==> config.mk <==
export PLATFORM = sky130hd
export DESIGN_NAME = bin2bcd_seq
export DESIGN_NICKNAME = d
export VERILOG_FILES = /design/src/rtl/bin2bcd_seq.sv
export SDC_FILE = /design/constraint.sdc
export NUM_CORES = 1
export LEC_CHECK = 0
export BUFFER_PORTS_ARGS = -buffer_cell sky130_fd_sc_hd__buf_4
export CAP_MARGIN = 10
export CORE_ASPECT_RATIO = 0.75
export CORE_UTILIZATION = 30
export CTS_CLUSTER_DIAMETER = 120
export DETAILED_ROUTE_END_ITERATION = 10
export HOLD_SLACK_MARGIN = 0.06
export PLACE_DENSITY = 0.53
export SLEW_MARGIN = 15
export SYNTH_ARGS = -nofsm -noshare
export SYNTH_HDL_FRONTEND = slang
export SYNTH_SLANG_ARGS = --single-unit
==> constraint.sdc <==
create_clock -name clk -period 1.9 [get_ports clk]
set_clock_uncertainty 0.15 [all_clocks]
set_input_delay 0.285 -clock clk [delete_from_list [all_inputs] [get_ports clk]]
set_output_delay 0.285 -clock clk [all_outputs]
set_load 0.005 [all_outputs]
==> src/rtl/bin2bcd_seq.sv <==
// Iterative double-dabble binary-to-BCD converter, one operand bit per clock.
// Optional two's-complement input yields a sign flag plus BCD magnitude.
//
//   state | meaning
//   IDLE  | waiting for start; outputs hold last result
//   SHIFT | one add-3/shift iteration per clock, WIDTH iterations
//   DONE  | result registers valid, done pulse, back to IDLE
module bin2bcd_seq #(
    parameter int WIDTH  = 16,
    parameter int DIGITS = 5,
    parameter int SIGNED = 0
) (
    input  logic                clk,
    input  logic                rst,
    input  logic                start,
    input  logic [WIDTH-1:0]    binary,
    output logic                busy,
    output logic                done,
    output logic [4*DIGITS-1:0] bcd,
    output logic                sign,
    output logic                overflow
);

    localparam int CW = (WIDTH > 1) ? $clog2(WIDTH) : 1;

    typedef enum logic [1:0] {IDLE, SHIFT, DONE} state_t;

    state_t              state, state_nxt;
    logic [WIDTH-1:0]    opnd, opnd_nxt;
    logic [4*DIGITS-1:0] scratch, scratch_adj, scratch_nxt;
    logic                shift_out;
    logic                ovf_lat;
    logic                sign_lat;
    logic [CW-1:0]       cnt;
    logic                last_bit;
    logic                neg_in;

    assign neg_in   = (SIGNED != 0) && binary[WIDTH-1];
    assign last_bit = (cnt == CW'(WIDTH - 1));

    // Per-digit add-3 with no carry between digits; a digit <= 9 stays within 4 bits.
    always_comb begin
        scratch_adj = scratch;
        for (int k = 0; k < DIGITS; k++) begin
            if (scratch[4*k +: 4] >= 4'd5)
                scratch_adj[4*k +: 4] = scratch[4*k +: 4] + 4'd3;
        end
    end

    assign {shift_out, scratch_nxt, opnd_nxt} = {scratch_adj, opnd, 1'b0};

    always_ff @(posedge clk or posedge rst) begin
        if (rst)
            state <= IDLE;
        else
            state <= state_nxt;
    end

    always_comb begin
        state_nxt = state;
        busy      = 1'b0;
        done      = 1'b0;
        case (state)
            IDLE: begin
                if (start)
                    state_nxt = SHIFT;
            end
            SHIFT: begin
                busy = 1'b1;
                if (last_bit)
                    state_nxt = DONE;
            end
            DONE: begin
                busy      = 1'b1;
                done      = 1'b1;
                state_nxt = IDLE;
            end
            default: state_nxt = IDLE;
        endcase
    end

    // Results load on the final shift edge so they are valid during DONE.
    always_ff @(posedge clk or posedge rst) begin
        if (rst) begin
            opnd     <= '0;
            scratch  <= '0;
            ovf_lat  <= 1'b0;
            sign_lat <= 1'b0;
            cnt      <= '0;
            bcd      <= '0;
            sign     <= 1'b0;
            overflow <= 1'b0;
        end else begin
            case (state)
                IDLE: begin
                    if (start) begin
                        opnd     <= neg_in ? -binary : binary;
                        sign_lat <= neg_in;
                        scratch  <= '0;
                        ovf_lat  <= 1'b0;
                        cnt      <= '0;
                    end
                end
                SHIFT: begin
                    opnd    <= opnd_nxt;
                    scratch <= scratch_nxt;
                    ovf_lat <= ovf_lat | shift_out;
                    cnt     <= cnt + CW'(1);
                    if (last_bit) begin
                        bcd      <= scratch_nxt;
                        overflow <= ovf_lat | shift_out;
                        sign     <= sign_lat;
                    end
                end
                default: ;
            endcase
        end
    end

endmodule
# Yosys cells after proc, flatten, opt, wreduce, memory -nomap -nowiden
# Index checks and enable logic that the tools add are counted.
# W data, S select, Z words.
# word_totals
regBits	64
elab_cells	48
output_inout_bits	24
in_bits	19
# op_classes
reduce_logical	6
n_lt_le_gt_ge	5
n_eq_ne	5
bitwise_logic	1
mux	18
n_addsub	6
# op_table
op	n
$pmux W20 S2	1
$pmux W16 S2	1
$mux W4	6
$add A4 B2 Y4 const B	5
$ge A4 B3 Y1 const B	5
$mux W20	1
$mux W16	1
$pmux W4 S2	1
$reduce_and A2 Y1	3
$add A4 B1 Y4 const B	1
$eq A4 B4 Y1 const B	1
$mux W2	2
$ne A2 B2 Y1 const B	2
$pmux W2 S2	1
$mux W1	3
$eq A2 B1 Y1 const B	1
$eq A2 B2 Y1 const B	1
$logic_not A2 Y1	1
$pmux W1 S2	1
$reduce_bool A2 Y1	1
$reduce_or A2 Y1	1
$or A1 B1 Y1	1

# Logic depth before layout (Yosys ltp)
# Gate-level depths: netlist of the first run.
# logic_depth
word_depth	4
mapped_depth	8
ltp_nobuf	6

# Least setup slack after synthesis of the first run
# No wires, ideal clock.
# synth_path
path_kind	reg2reg
from	register state[0]
to	register cnt[2]
arrival_ns	1.564
slack_ns	0.065
synth_period_minus_slack_ns	1.835
path_buffers	1
setup_time_ns	0.121
path_stages_with_launch	8
required_time_ns	1.629
cell_sequence	dfrtp_1 -> inv_1 -> ha_1 -> mux2i_1 -> buf_4 -> nor2_1 -> mux2_2 -> a22o_1
# synth_via
elab_chain_len	3
elab_cells_between_ends	6
classes_between	eq/ne: 2; mux: 1; reduce/logical: 3
# synth_lines
element	line_no	rtl
from (decl)	28	state_t state, state_nxt;
from (signal assigned)	56	state <= state_nxt;
$eq A2 B1 Y1 or $logic_not A2 Y1 (tied branches)	94	case (state)
$reduce_bool A2 Y1 (no source line) or $ne A2 B2 Y1 (tied branches)	n/a	
$reduce_and A2 Y1 (no source line)	n/a	
to (signal assigned)	108	cnt <= cnt + CW'(1);
to (decl)	34	logic [CW-1:0] cnt;
# Several ways; a longest one is shown, not always the timed one.
# A chain may end at the register's enable or synchronous reset.

# Final worst setup path of the first run
# layout_path
from	register state[1]
to	register cnt[2]
# The elaborated chain is that of the path after synthesis.

==> results of run 1 <==
-- worst max-delay path, cell delays in order (launching register included) --
cell	delay, ns
sky130_fd_sc_hd__dfrtp_1	0.38
sky130_fd_sc_hd__inv_1	0.20
sky130_fd_sc_hd__ha_4	0.22
sky130_fd_sc_hd__mux2i_4	0.25
sky130_fd_sc_hd__nor2_1	0.05
sky130_fd_sc_hd__mux2_2	0.26
sky130_fd_sc_hd__a22o_1	0.17
-- layout make-up --
type                            instances  area (um2)  area share (%)
Clock buffer                           12         256            6.43
Timing Repair Buffer                   57         488            12.2
Inverter                               13        52.6            1.32
Sequential cell                        64        1600            40.2
Clock inverter                          1        5.00           0.126
Multi-Input combinational cell        213        1420            35.6
Tap cell                              132         165            4.14
-- sequential cells by signal, summed over array words and instances, names as in the netlist --
name      cells
bcd          20
cnt           4
opnd         16
overflow      1
ovf_lat       1
scratch      20
state         2
-- kinds of logic (layout without fill, tap and decap cells) --
family	count (synthesis)	count (layout)
muxes	22	22
xor gates and xnor gates	5	5
AOI/OAI and AO/OA	91	91
other	1	1
DFF	64	64
adders and majority gates	16	16
and+or+nand+nor	78	78
buffers and inverters	29	83
-- synthesized netlist by cell type, drive strengths merged --
| library cell | n |
|---|---|
| mux2i | 15 |
| inv | 13 |
| and3 | 1 |
| a32o | 5 |
| nor2b | 2 |
| nor2 | 7 |
| nand3 | 1 |
| o31ai | 5 |
| nor3b | 10 |
| buf | 10 |
| o21ai | 51 |
| o32ai | 1 |
| nand2 | 45 |
| a21oi | 17 |
| nand2b | 8 |
| a22o | 2 |
| conb | 1 |
| clkbuf | 6 |
| ha | 16 |
| dfrtp | 64 |
| xnor2 | 5 |
| o22ai | 10 |
| nand4 | 2 |
| mux2 | 7 |
| nor3 | 1 |
| and2 | 1 |
-- worst paths after layout --
check,cells past startpoint,from,slack (ns),end
min,3,binary[10],0.09,opnd[10]
min in group asynchronous,3,rst,0.38,bcd[15]
max,6,state[1],0.11,cnt[2]
min reg2reg,2,opnd[6],0.32,opnd[6]
max reg2reg,6,state[1],0.11,cnt[2]
max in group asynchronous,4,rst,0.64,cnt[0]
-- layer usage --
metal  vias to the layer above  part of all wire (%)  global-route usage [%]
met5                         -                     0                       0
met4                         0                   1.6                    5.31
met3                         8                   3.8                    4.76
met2                        36                    43                    21.9
met1                      1090                    52                    18.7
li1                       1178                     -                       -
-- cells in the final DEF (no fill, tap or decap), types with 2 or more instances in the layout --
cell,n
sky130_fd_sc_hd__o21ai_1,4
sky130_fd_sc_hd__o31ai_1,5
sky130_fd_sc_hd__ha_1,13
sky130_fd_sc_hd__o22ai_1,10
sky130_fd_sc_hd__nand2b_1,8
sky130_fd_sc_hd__a32o_1,5
sky130_fd_sc_hd__buf_4,51
sky130_fd_sc_hd__nor3b_1,10
sky130_fd_sc_hd__clkbuf_16,9
sky130_fd_sc_hd__clkbuf_8,2
sky130_fd_sc_hd__a21oi_1,13
sky130_fd_sc_hd__a21oi_2,4
sky130_fd_sc_hd__dfrtp_1,64
sky130_fd_sc_hd__a22o_1,2
sky130_fd_sc_hd__nor2b_1,2
sky130_fd_sc_hd__mux2i_1,14
sky130_fd_sc_hd__o21ai_0,47
sky130_fd_sc_hd__buf_12,4
sky130_fd_sc_hd__nand4_1,2
sky130_fd_sc_hd__xnor2_1,5
sky130_fd_sc_hd__nand2_1,45
sky130_fd_sc_hd__inv_1,12
sky130_fd_sc_hd__nor2_1,6
sky130_fd_sc_hd__ha_4,2
sky130_fd_sc_hd__mux2_2,7
-- through the flow --
step | utilization, % | cell area, um2 | hold WS, ns
2_1_floorplan | - | 3100 | 0.266
3_3_place_gp | 37.2 | 3670 | 0.177
6_report | 40.5 | 3990 | 0.0894
5_1_grt | 40.5 | 3990 | 0.0976
4_1_cts | 40.0 | 3940 | 0.0819
3_5_place_dp | 37.2 | 3670 | 0.181
-- what timing repair did --
item | CTS | global route
gates resized for setup | 2 | 10
pin swaps | 0 | 1
buffers inserted | 0 | 0
endpoints found under the hold margin | 18 | 0
setup endpoints to repair | 20 | 35
hold buffers | 1 | 0
-- where the power goes --
| group | internal, mW | switching (mW) | leakage [nW] |
|---|---|---|---|
| Clock | 0.928 | 0.544 | 0.130 |
| Sequential | 1.63 | 0.182 | 0.861 |
| Combinational | 0.800 | 0.976 | 0.779 |
| Total | 3.35 | 1.70 | 1.77 |
==> key figures, run 1 <==
Run status
  – Outcome: finished, final reports clean

Synthesis
  – Synthesized netlist net count: 341
  – Mapped Area: approximately 0.0031 mm2
  – Post-synthesis xor/xnor area fraction: 1.41%
  – Count of state elements after synthesis: 64
  – Area fraction in and, or, nand and nor cells after synthesis: 12.0%
  – Post-Synth Adder-Cell Area: 6.46%
  – Dominant combinational cell family by area after synthesis: compound AO/OA/AOI/OAI gates
  – Area contributors post-synth: sky130_fd_sc_hd__dfrtp_1 52%, sky130_fd_sc_hd__o21ai_0 7.8%, sky130_fd_sc_hd__ha_1 6.5%, sky130_fd_sc_hd__nand2_1 5.5%, sky130_fd_sc_hd__mux2i_1 4.8%
  – Fraction of the yosys area taken by sequential cells: between 50% and 60%
  – Count of synthesis-stage warnings from yosys: 0
  – Top cell type by total area after synthesis: sky130_fd_sc_hd__dfrtp_1
  – Unique masters post-synth: 30
  – Multiplexer share of the synthesized area: 7.39%
  – Post-Synthesis Mean Instance Area: ~10 um2
  – Post-Synthesis Cells: 306
  – Area share of the leading cell type in the synthesized netlist: 51.7%
  – Compound-gate portion of the synthesized area: 16.7%

Clock tree
  – Root cell of the clock tree: sky130_fd_sc_hd__clkbuf_16
  – Source-to-sink clock delay at the later pin of the worst-skew pair: 0.33 ns
  – H-tree depth: 3
  – Buffers from clock root to sink, at most: 2
  – CTS Buf Count: 9
  – TritonCTS clock tree: built
  – CTS clock-pin slew for the worst setup and hold paths: 0.05 ns
  – Number of sinks handled by clock tree synthesis: 64

Cells and area
  – Number of nets at the end of the flow: 393
  – Number of fill cells: between 900 and 1000
  – Area Overhead vs Synth: 28.7%
  – Layout cell share with drive strength beyond 1: 23.6%
  – Final cell count without fillers: 492
  – Antenna cell count: 0

Critical path
  – Worst setup EP type: flop
  – Type of the worst setup path: reg -> reg
  – Type of origin of the critical path: flop
  – Largest fanout on the critical path: 6
  – Worst Path Required: roughly 2 ns
  – Arrival @ worst endpoint: 1.86 ns

Drt
  – Number of vias in the routed layout: 2312
  – Routed length per placed instance: around 13 um
  – Number of vias per cell: 4.70
  – Total wirelength of the detailed-routed design: 6.63 mm
  – Antenna Violating Nets Remaining: 0
  – First DRT Iteration DRCs: 79
  – DRC violation count after routing: 0
  – Number of iterations in the first detailed-routing pass: 4

Die
  – Horizontal extent of the die: 119 um
  – Floorplan die area: 0.0107 mm2
  – Die Height: 90.0 um
  – Number of top-level design ports: 43
  – Number of rows created at floorplan: 31
  – Area of the placeable core: 0.00985 mm2
  – Starting utilization of the core area: 31.4%

Placed design
  – Post-DP HPWL: approximately 4.5 mm
  – Placed insts: 478
  – Port Buffer Count: 41
  – Setup slack after placement: -0.0497 ns
  – Final estimated routing congestion in global placement: 0.745

Global routing
  – Antenna violations before repair: 0
  – Maximum number of pins on one net before global-route repair: 47
  – Remaining global-route overflow: 0
  – Overall Global Routing Usage: 14.3%
  – Wire length of the first global-routing pass: about 12 mm
  – Vias in the first global route: around 2400

Power and ir drop
  – Leakage Power: 1.77 nW
  – Final total power: 5.06 mW
  – Cell area power density: 1270 mW/mm2
  – VDD IR-drop max: 0.485 mV

Timing
  – Final cycle utilization of the critical path: 94.1%
  – Final Worst Setup Slack: approximately 0.11 ns
  – Sum of negative setup slack: 0 ns
  – Final count of hold timing violations: 0
  – Setup repair after global routing missed its margin: no
  – Fmax: 559 MHz
  – Final Slew Violations: 0
  – Time the worst path needs with I/O delays and setup: ~1.8 ns
  – Finish-stage setup viols: 0

Min path
  – Hold WC Path Type: in -> reg

Flow run
  – Max-cap violations: 0
No activity file was read; power rests on OpenSTA's default activity.
==> run 2: changes to the inputs <==
SETUP_SLACK_MARGIN = 0.15   (was not set)
==> run 2 against run 1 <==
- combinational power rose by 4%
- final cell count rose by 0.81%
- die area did not move
- via count fell by 0.13%
- design area rose by 1.6%
- wire length rose by 0.54%
- first-iteration DRC count rose by 18%
- global-route usage fell by 0.47 points
- critical path type unchanged
- largest cell class unchanged
==> key figures, run 2 (synthesized netlist as in run 1, its figures left out) <==
Cells and area
  – Layout cell share with drive strength beyond 1: 28.6%
  – Largest registers in the final layout: bcd (20), scratch (20), opnd (16)
  – Core occupancy in the finished layout: 41.1%
  – Most frequent standard cell in the layout excluding fill and tap cells: sky130_fd_sc_hd__dfrtp_1
  – Antenna cell count: 0
  – Commonest cells after routing, fill and taps aside: 63 x sky130_fd_sc_hd__dfrtp_1, 54 x sky130_fd_sc_hd__buf_4, 44 x sky130_fd_sc_hd__nand2_1, 43 x sky130_fd_sc_hd__o21ai_0, 14 x sky130_fd_sc_hd__mux2i_1
  – Design Area, Final: 0.00405 mm2
  – Number of nets at the end of the flow: 396
  – Area Overhead vs Synth: 30.8%
  – Final cell count without fillers: between 400 and 500

Global routing
  – Maximum number of pins on one net before global-route repair: 65
  – Wire length of the first global-routing pass: 11.6 mm
  – Vias in the first global route: around 2300
  – Antenna violations before repair: 0
  – Remaining global-route overflow: 0
  – Overall Global Routing Usage: between 10% and 20%

Critical path
  – Cell family with most CP delay: multiplexers
  – Critical path cell sequence: inv_2 > ha_4 > mux2i_4 > nor2_1 > mux2_2 > a22o_1
  – Worst-path cell with the longest stage delay: sky130_fd_sc_hd__dfrtp_2
  – Stage delay of the slowest cell on the critical path: 0.42 ns
  – Worst Path Required: approximately 2 ns
  – Largest fanout on the critical path: 6
  – Arrival @ worst endpoint: 1.79 ns
  – Type of the worst setup path: reg -> reg
  – Worst setup EP type: flop
  – Crit path buf inv count: 1
  – Cell count of the worst reg-to-reg path: 6
  – Type of origin of the critical path: flop
  – Critical path depth: 6

Drt
  – Number of iterations in the first detailed-routing pass: 4
  – Total wirelength of the detailed-routed design: 6.66 mm
  – Routed length per placed instance: 13.4 um
  – Number of vias in the routed layout: approximately 2300
  – First DRT Iteration DRCs: just over 90
  – DRC violation count after routing: 0
  – Antenna Violating Nets Remaining: 0
  – Number of vias per cell: 4.66

Timing
  – Final cycle utilization of the critical path: 90.6%
  – Finish-stage setup viols: 0
  – Final count of hold timing violations: 0
  – Fmax: 581 MHz
  – Setup repair after global routing missed its margin: yes
  – Sum of negative setup slack: 0 ns
  – Time the worst path needs with I/O delays and setup: 1.72 ns
  – Final Slew Violations: 0

Clock tree
  – Number of sinks handled by clock tree synthesis: 64
  – Root cell of the clock tree: sky130_fd_sc_hd__clkbuf_16
  – Source-to-sink clock delay at the later pin of the worst-skew pair: roughly 0.33 ns
  – CTS clock-pin slew for the worst setup and hold paths: 0.05 ns
  – CTS Buf Count: 9
  – H-tree depth: 3
  – TritonCTS clock tree: built
  – Buffers from clock root to sink, at most: 2

Placed design
  – Dpl cell area: 0.00362 mm2
  – Port Buffer Count: 41
  – Post-DP HPWL: 4.35 mm
  – Final estimated routing congestion in global placement: 0.741
  – Placed insts: 472

Power and ir drop
  – Final total power: a little over 5 mW
  – VDD IR-drop max: around 0.42 mV
  – Cell area power density: 1260 mW/mm2
  – Leakage Power: 1.79 nW

Die
  – Area of the placeable core: 0.00985 mm2
  – Starting utilization of the core area: 31.4%
  – Number of top-level design ports: 43
  – Number of rows created at floorplan: 31
  – Die Height: around 90 um
  – Horizontal extent of the die: around 120 um
  – Floorplan die area: 0.0107 mm2

Min path
  – Hold WC Path Type: in -> reg
  – Number of instances on the worst hold path: 3

Run status
  – Outcome: finished, final reports clean

Flow run
  – Max-cap violations: 0
## run 2: changes by cell type in the layout (fill, tap and decap cells not counted), moves of 3 or more
| cell | previous run | this run |
|---|---|---|
| sky130_fd_sc_hd__buf_4 | 51 | 54 |
| sky130_fd_sc_hd__inv_2 | 0 | 10 |
| sky130_fd_sc_hd__o21ai_1 | 4 | 8 |
| sky130_fd_sc_hd__ha_4 | 2 | 6 |
| sky130_fd_sc_hd__inv_1 | 12 | 2 |
| sky130_fd_sc_hd__ha_1 | 13 | 9 |
| sky130_fd_sc_hd__o21ai_0 | 47 | 43 |
## run 2: final timing paths
check	slack, ns	from	to
worst max-delay path	0.18	state[0]	cnt[2]
worst min-delay path	0.09	binary[11]	opnd[11]
worst max register to register	0.18	state[0]	cnt[2]
worst min register to register	0.33	bcd[15]	bcd[15]
max in group asynchronous	0.86	rst	opnd[4]
min in group asynchronous	0.45	rst	overflow
## run 2: final cells by class
type,count,area [um2]
repair buffers,60,498
multi-input cells,213,1480
inverters,13,52.6
fillers,997,5800
well taps,132,165
clock buffers,13,250
flip-flops and latches,64,1600
clock inverters,1,5.00
## run 2: layer usage
metal / part of all wire, % / global-route usage (%)
met5: 0 / 0
met4: 1.0 / 4.69
met3: 3.9 / 5.08
met2: 44 / 19.8
met1: 51 / 19.1
## run 2: stage by stage
stage               worst slack [ns]  hold slack (ns)
finish                         0.178           0.0899
global route                  0.0968           0.0977
CTS                            0.135           0.0802
floorplan                      0.154            0.266
detailed placement           -0.0223            0.265
global placement              0.0794            0.263
## run 2: where the power goes
| group | leakage, nW | switching [mW] | internal, mW | total [mW] |
|---|---|---|---|---|
| clock | 0.126 | 0.559 | 0.902 | 1.46 |
| combinational | 0.800 | 0.994 | 0.863 | 1.86 |
| sequential | 0.860 | 0.181 | 1.63 | 1.81 |
## run 2: what timing repair did
| item | in CTS | in global routing |
|---|---|---|
| pin swaps | 3 | 6 |
| hold buffers | 1 | 0 |
| gates cloned | 0 | 0 |
| setup buffers | 2 | 7 |
| gates resized for setup | 17 | 17 |
| endpoints found under the hold margin | 64 | 0 |
| endpoints found under the setup margin | 28 | 34 |
## run 2: worst min-delay path, cell delays in order
cell,delay (ns)
sky130_fd_sc_hd__buf_4,0.08
sky130_fd_sc_hd__mux2i_1,0.05
sky130_fd_sc_hd__o21ai_0,0.12
